$ cat src/rtl/i2s_rx_pkg.sv
// i2s_rx_pkg: shared FSM states, channel-mode codes and frame bit positions.
package i2s_rx_pkg;
  typedef enum logic [1:0] {IDLE, ARM, CAP, PUSH_HI} state_t;
  localparam logic [1:0] MODE_LEFT   = 2'b00;
  localparam logic [1:0] MODE_RIGHT  = 2'b01;
  localparam logic [1:0] MODE_STEREO = 2'b10;
  localparam int LEFT_LSB  = 0;
  localparam int RIGHT_LSB = 32;
endpackage

$ cat src/rtl/i2s_rx_frame_ctrl_if.sv
// i2s_rx_frame_ctrl_if: capture controls, frame input and FIFO read/status bundle.
interface i2s_rx_frame_ctrl_if #(parameter int DEPTH = 16);
  logic                   en;
  logic [1:0]             mode;
  logic                   ws;
  logic [63:0]            rx_data;
  logic                   pop;
  logic                   ovf_clr;
  logic [31:0]            rd_data;
  logic [$clog2(DEPTH):0] level;
  logic                   empty;
  logic                   full;
  logic                   win_done;
  logic                   overflow;
  logic                   irq;
  modport master (output en, mode, ws, rx_data, pop, ovf_clr,
                  input rd_data, level, empty, full, win_done, overflow, irq);
  modport slave (input en, mode, ws, rx_data, pop, ovf_clr,
                 output rd_data, level, empty, full, win_done, overflow, irq);
endinterface

$ cat src/rtl/i2s_rx_fifo.sv
// i2s_rx_fifo: show-ahead synchronous FIFO; a full FIFO still accepts a push paired with a pop.
module i2s_rx_fifo #(
  parameter int DEPTH = 16,
  localparam int AW = $clog2(DEPTH)
) (
  input  logic        clk,
  input  logic        rst,
  input  logic        push,
  input  logic        pop,
  input  logic [31:0] wdata,
  output logic [31:0] rdata,
  output logic [AW:0] level,
  output logic        empty,
  output logic        full
);
  logic [31:0]   mem [DEPTH];
  logic [AW-1:0] wr_ptr, rd_ptr;
  logic          wr, rd;
  assign rd    = pop & ~empty;
  assign wr    = push & (~full | rd);
  assign empty = level == '0;
  assign full  = level == (AW+1)'(DEPTH);
  assign rdata = empty ? '0 : mem[rd_ptr];
  always_ff @(posedge clk or posedge rst)
    if (rst) begin
      wr_ptr <= '0;
      rd_ptr <= '0;
      level  <= '0;
    end else begin
      if (wr) wr_ptr <= wr_ptr + 1'b1;
      if (rd) rd_ptr <= rd_ptr + 1'b1;
      level <= level + (AW+1)'(wr) - (AW+1)'(rd);
    end
  // On push+pop while full, the write lands in the slot being vacated.
  always_ff @(posedge clk)
    if (wr) mem[wr_ptr] <= wdata;
endmodule

$ cat src/rtl/i2s_rx_frame_ctrl.sv
// i2s_rx_frame_ctrl: turns completed I2S frames into a windowed 32-bit word stream in a FIFO.
// Define I2S_RX_FRAME_IRQ_EN to generate irq pulses on window completion and word drops.
module i2s_rx_frame_ctrl
  import i2s_rx_pkg::*;
#(
  parameter int DEPTH  = 16,
  parameter int WINDOW = 256
) (
  input logic              HCLK,
  input logic              HRESET,
  i2s_rx_frame_ctrl_if.slave bus
);
  localparam int CW = $clog2(WINDOW);
  state_t        state;
  logic          ws_q;
  logic [1:0]    mode_l;
  logic [31:0]   hi_q;
  logic [CW-1:0] win_cnt;
  logic          win_done_q, overflow_q;
  logic          strobe, push, drop, win_next;
  logic [31:0]   push_data;
  assign strobe    = ws_q & ~bus.ws;
  assign push      = (state == CAP & bus.en & strobe & mode_l != 2'b11) | state == PUSH_HI;
  assign push_data = state == PUSH_HI      ? hi_q :
                     mode_l == MODE_RIGHT  ? bus.rx_data[RIGHT_LSB +: 32] :
                                             bus.rx_data[LEFT_LSB +: 32];
  assign drop      = push & bus.full & ~bus.pop;
  assign win_next  = push & win_cnt == CW'(WINDOW - 1);
  assign bus.win_done = win_done_q;
  assign bus.overflow = overflow_q;
  always_ff @(posedge HCLK or posedge HRESET)
    if (HRESET) begin
      state  <= IDLE;
      ws_q   <= 1'b0;
      mode_l <= MODE_LEFT;
      hi_q   <= '0;
    end else begin
      ws_q <= bus.ws;
      case (state)
        IDLE: if (bus.en) begin
          state  <= ARM;
          mode_l <= bus.mode;
        end
        ARM: state <= !bus.en ? IDLE : strobe ? CAP : ARM;
        CAP: if (!bus.en) state <= IDLE;
        else if (strobe && mode_l == MODE_STEREO) begin
          state <= PUSH_HI;
          hi_q  <= bus.rx_data[RIGHT_LSB +: 32];
        end
        PUSH_HI: state <= CAP;
        default: state <= IDLE;
      endcase
    end
  // Dropped words still advance the window so window timing follows the audio, not the FIFO.
  always_ff @(posedge HCLK or posedge HRESET)
    if (HRESET) begin
      win_cnt    <= '0;
      win_done_q <= 1'b0;
      overflow_q <= 1'b0;
    end else begin
      win_cnt    <= ((state == CAP & ~bus.en) | win_next) ? '0 : win_cnt + CW'(push);
      win_done_q <= win_next;
      overflow_q <= drop | (overflow_q & ~bus.ovf_clr);
    end
`ifdef I2S_RX_FRAME_IRQ_EN
  logic irq_q;
  always_ff @(posedge HCLK or posedge HRESET)
    if (HRESET) irq_q <= 1'b0;
    else irq_q <= win_next | drop;
  assign bus.irq = irq_q;
`else
  assign bus.irq = 1'b0;
`endif
  i2s_rx_fifo #(.DEPTH(DEPTH)) u_fifo (
    .clk   (HCLK),
    .rst   (HRESET),
    .push  (push),
    .pop   (bus.pop),
    .wdata (push_data),
    .rdata (bus.rd_data),
    .level (bus.level),
    .empty (bus.empty),
    .full  (bus.full)
  );
endmodule

$ cat src/flat_wrapper.sv
// flat-port wrapper written by rule: the top's interface ports become plain ports
module i2s_rx_frame_ctrl_flat import i2s_rx_pkg::*;
#(
  parameter int DEPTH  = 16,
  parameter int WINDOW = 256
)
  (HCLK, HRESET, bus_en, bus_mode, bus_ws, bus_rx_data, bus_pop, bus_ovf_clr, bus_rd_data, bus_level, bus_empty, bus_full, bus_win_done, bus_overflow, bus_irq);
  i2s_rx_frame_ctrl_if #(.DEPTH(DEPTH)) bus_i ();
  input logic HCLK;
  input logic HRESET;
  input wire logic [$bits(bus_i.en)-1:0] bus_en;
  input wire logic [$bits(bus_i.mode)-1:0] bus_mode;
  input wire logic [$bits(bus_i.ws)-1:0] bus_ws;
  input wire logic [$bits(bus_i.rx_data)-1:0] bus_rx_data;
  input wire logic [$bits(bus_i.pop)-1:0] bus_pop;
  input wire logic [$bits(bus_i.ovf_clr)-1:0] bus_ovf_clr;
  output wire logic [$bits(bus_i.rd_data)-1:0] bus_rd_data;
  output wire logic [$bits(bus_i.level)-1:0] bus_level;
  output wire logic [$bits(bus_i.empty)-1:0] bus_empty;
  output wire logic [$bits(bus_i.full)-1:0] bus_full;
  output wire logic [$bits(bus_i.win_done)-1:0] bus_win_done;
  output wire logic [$bits(bus_i.overflow)-1:0] bus_overflow;
  output wire logic [$bits(bus_i.irq)-1:0] bus_irq;
  assign bus_i.en = bus_en;
  assign bus_i.mode = bus_mode;
  assign bus_i.ws = bus_ws;
  assign bus_i.rx_data = bus_rx_data;
  assign bus_i.pop = bus_pop;
  assign bus_i.ovf_clr = bus_ovf_clr;
  assign bus_rd_data = bus_i.rd_data;
  assign bus_level = bus_i.level;
  assign bus_empty = bus_i.empty;
  assign bus_full = bus_i.full;
  assign bus_win_done = bus_i.win_done;
  assign bus_overflow = bus_i.overflow;
  assign bus_irq = bus_i.irq;
  i2s_rx_frame_ctrl #(.DEPTH(DEPTH), .WINDOW(WINDOW)) u_core (.HCLK(HCLK), .HRESET(HRESET), .bus(bus_i));
endmodule
$ cat config.mk
export PLATFORM = sky130hd
export DESIGN_NAME = i2s_rx_frame_ctrl_flat
export DESIGN_NICKNAME = d
export VERILOG_FILES = /design/src/rtl/i2s_rx_pkg.sv /design/src/rtl/i2s_rx_frame_ctrl_if.sv /design/src/rtl/i2s_rx_fifo.sv /design/src/rtl/i2s_rx_frame_ctrl.sv /design/src/flat_wrapper.sv
export SDC_FILE = /design/constraint.sdc
export NUM_CORES = 1
export LEC_CHECK = 0
export BUFFER_PORTS_ARGS = -buffer_cell sky130_fd_sc_hd__buf_4
export CORE_ASPECT_RATIO = 0.75
export CORE_MARGIN = 2
export CORE_UTILIZATION = 30
export DETAILED_ROUTE_END_ITERATION = 7
export GPL_TIMING_DRIVEN = 1
export SLEW_MARGIN = 20
export SYNTH_ARGS = -nofsm -noshare
export SYNTH_HDL_FRONTEND = slang
export SYNTH_SLANG_ARGS = --single-unit
$ cat constraint.sdc
create_clock -name HCLK -period 4.3 [get_ports HCLK]
set_input_delay 0.215 -clock HCLK [delete_from_list [all_inputs] [get_ports HCLK]]
set_output_delay 0.215 -clock HCLK [all_outputs]
set_load 0.01 [all_outputs]
==> results.md <==
* Max-slew headroom at 0.3482
* Vias in the first global route at 11920
* Setup crit end kind: output port
* Fmax achieved at ~290 MHz
* Diodes inserted at 0
* Final ANT Viol Nets at 0
* Synthesized netlist cell count at 1119
* Endpoints failing setup at 0
* Seq/Total Area, Yosys at 0.7395
* Hold-fix buffers, CTS at 40
* Final worst slack at 0.8493 ns
* Slowest-stage cell, CP: nor3b_4
* VDD IR max at 337.7 uV
* DR iter-0 viols at 1060
* Largest cells by area after synthesis: edfxtp_1, mux4_2, dfrtp_1
* Most numerous cell in the Yosys netlist: edfxtp_1
* Syn_nets at 1204
* Routed wire length at 52060 um
* Die Y at roughly 240 um
* Die X at ~320 um
* H-tree levels at 2
* Syn avg cell area at 20.39 um2
* Initial DRT Pass Iterations at 5
* Core ar. at 0.07522 mm2
* # Post-CTS Setup Buffers at 0
* P_leak at 9.348 nW
* Post-synth top cells: edfxtp_1, mux4_2, mux2i_1, dfrtp_1, nand2_1
* Root buf cell: clkbuf_16
* Max-cap violations at 0
* Netlist Area Pre-Place at 0.02282 mm2
* Post-route setup TNS at 0 ns
* Clk_skew at ~0.046 ns
* FFs w/ async S/R, synth at 0.1049
* Design Power at 0.01634 W
* Largest net degree at the start of global routing at 71
* Number of enable flip-flop cells after synthesis at approximately 510
* Fin crit share at 0.8025
* Worst path max stage delay at 0.79 ns
* Count of pins over their slew limit at 0
* DR vias/cell at 4.754
* Total global-route track usage at 0.1336
* CP Launch Type: flop
* Req. time, crit path at between 4 and 5 ns
* Hold Violations, Final at 0
* Crit path DAT at ~3.2 ns
* DP Worst Slack at 1.416 ns
* Port Buf Inserts at 112
* Avg WL per Cell at 21.73 um
* Initial cell density of the core at 0.3034
* Clock latency on the worst-skew pair at 0.64 ns
* Min Tclk post-route at 3.451 ns
* Post-cts resize count at 0
* Number of antenna violations at the first check in global routing at 0
* Critical Path Most Common Cell: buf_4
* Placement row count at just under 90
* Distinct cells, synth at 49
* Register area at 0.01689 mm2
* Hold Slack at 0.1994 ns
* Pwr/cell area at between 500 and 600 mW/mm2
* Final HPWL DP at 30620 um
* Post-synth top area share at 0.6737
* Total gr overflow at 0
* Footprint of the multi-input gates at between 0.005 and 0.006 mm2
* Routability cong. at 0.7311
* Clock edge transition at the registers on the reported setup and hold paths at 0.06 ns
* Crit path max fanout at 13
* Synth area leader: edfxtp_1
* Post-route DRC violation count at 0
* Placed Area at 0.02529 mm2
* Slew @ Worst Pin at between 0.9 and 1 ns
* First-pass GRT wire length at approximately 78000 um
* Layout area overhead at 20.27%
* Post-route cell area at 0.02745 mm2
* Worst min path class: input port to flop
* Crit Path Category: flop to output port
* Die area at 0.07832 mm2
* Vias at 11390
* Fillers at 6845
* Final Net Count at 1415
* Flops & latches, synth at 572
* # IOs at approximately 110
* Share of post-route cells with drive strength above 1 at 0.3409
* Ys flop type: edfxtp_1
* CTS tree: yes
* RSZ-0062 raised after global routing: no
* Clk sinks at ~570
* CP cell instances: inv_1, ha_1, or4b_4, inv_2, nor3b_4, buf_4, a22oi_1, o31ai_1, buf_4
* Ys Warns at 0
* Clock Tree Buf Depth at 3
* Num CTS Buffers at 54
* Status: finished, final reports clean
-- cell usage in the layout (no fill, tap or decap), types with 3 or more instances in the layout --
master         netlist  final
dlygate4sd3_1        0     40
buf_12               0      4
ha_1                12     12
mux2_2              33     33
clkbuf_1            16     10
mux2i_1             64     64
a21oi_1              3      3
nor2_1              21      9
mux4_2             128    128
edfxtp_1           512    512
clkinv_2             0     13
o31ai_1             32     32
o21ai_0             34     34
nor2_4               0     12
a22oi_2             16     16
dfrtp_1             60     56
inv_1               13     12
a22oi_1             16     16
xor2_1               8      8
clkbuf_16            0     54
clkinv_1             1     12
nand3_1              9      9
nor3_2               0      4
buf_4                8    177
xnor2_1              8      8
nand2_1             44     44
bufinv_16            0      5
-- critical path, delay by kind of cell, from the launching register on --
| family | cells | cell delay [ns] |
|---|---|---|
| AO/OA/AOI/OAI | 2 | 0.29 |
| adder cells (fa/ha/maj) | 1 | 0.21 |
| buffers and inverters | 4 | 0.72 |
| flip-flops | 1 | 0.38 |
| AND/OR/NAND/NOR | 2 | 1.03 |
-- routing by layer --
metal / GRT usage / vias up / wire (um)
met2: 0.2147 / 322 / 24750
met4: 0.02955 / 0 / 835
li1: - / 5003 / -
met3: 0.02278 / 60 / 2747
met1: 0.1899 / 6005 / 23730
met5: 0 / - / 0
-- final cells by class --
class	instances	area share
timing repair buffer	221	0.06592
sequential	572	0.6152
multi-input combinational	467	0.2066
inverter	14	0.001960
clock buffer	64	0.05060
clock inverter	35	0.01308
tap	1023	0.04663
-- path summary, 6_finish.rpt --
| kind | from | slack [ns] | depth (start not counted) | endpoint |
|---|---|---|---|---|
| hold / removal | bus_rx_data[28] | 0.20 | 4 | u_core.u_fifo.mem[0][28] |
| setup reg to reg | u_core.state[0] | 1.52 | 6 | u_core.u_fifo.mem[6][11] |
| hold reg to reg | u_core.hi_q[28] | 0.49 | 1 | u_core.hi_q[28] |
| min in group asynchronous | HRESET | 0.31 | 3 | u_core.hi_q[20] |
| setup / recovery | u_core.u_fifo.level[2] | 0.85 | 9 | bus_rd_data[3] |
| max in group asynchronous | HRESET | 3.06 | 4 | u_core.u_fifo.rd_ptr[1] |
-- stage by stage --
step | cells | utilization
CTS | 2396 | 0.3648
finish | 2396 | 0.3649
floorplan | 1119 | -
global route | 2396 | 0.3649
detailed placement | 2257 | 0.3363
global placement | 2257 | 0.3363
-- state kept, by name, indices dropped and copies added, names as in the netlist --
register / count
u_core.u_fifo.mem: 512
u_core.hi_q: 32
u_core.win_cnt: 8
u_core.u_fifo.level: 5
u_core.u_fifo.rd_ptr: 4
u_core.u_fifo.wr_ptr: 4
u_core.mode_l: 2
u_core.state: 2
u_core.bus.overflow: 1
u_core.bus.win_done: 1
u_core.ws_q: 1
-- cells by family (layout without fill, tap and decap cells) --
kind of cell / Yosys count / count (layout) / synth area share
AO/OA/AOI/OAI: 109 / 109 / 0.03564
AND/OR/NAND/NOR: 102 / 102 / 0.02237
buffers and inverters: 80 / 334 / 0.01760
other: 1 / 1 / 0.0001643
XOR/XNOR: 16 / 16 / 0.006141
adder cells (fa/ha/maj): 13 / 13 / 0.007456
flip-flops: 572 / 572 / 0.7395
multiplexers: 226 / 226 / 0.1712
-- report_power, final --
group	switching [W]	internal [W]	total [W]
Sequential	0.000370	0.00651	0.00688
Combinational	0.00246	0.00228	0.00474
Clock	0.00209	0.00263	0.00472
Power figures use the tool's default switching activity.
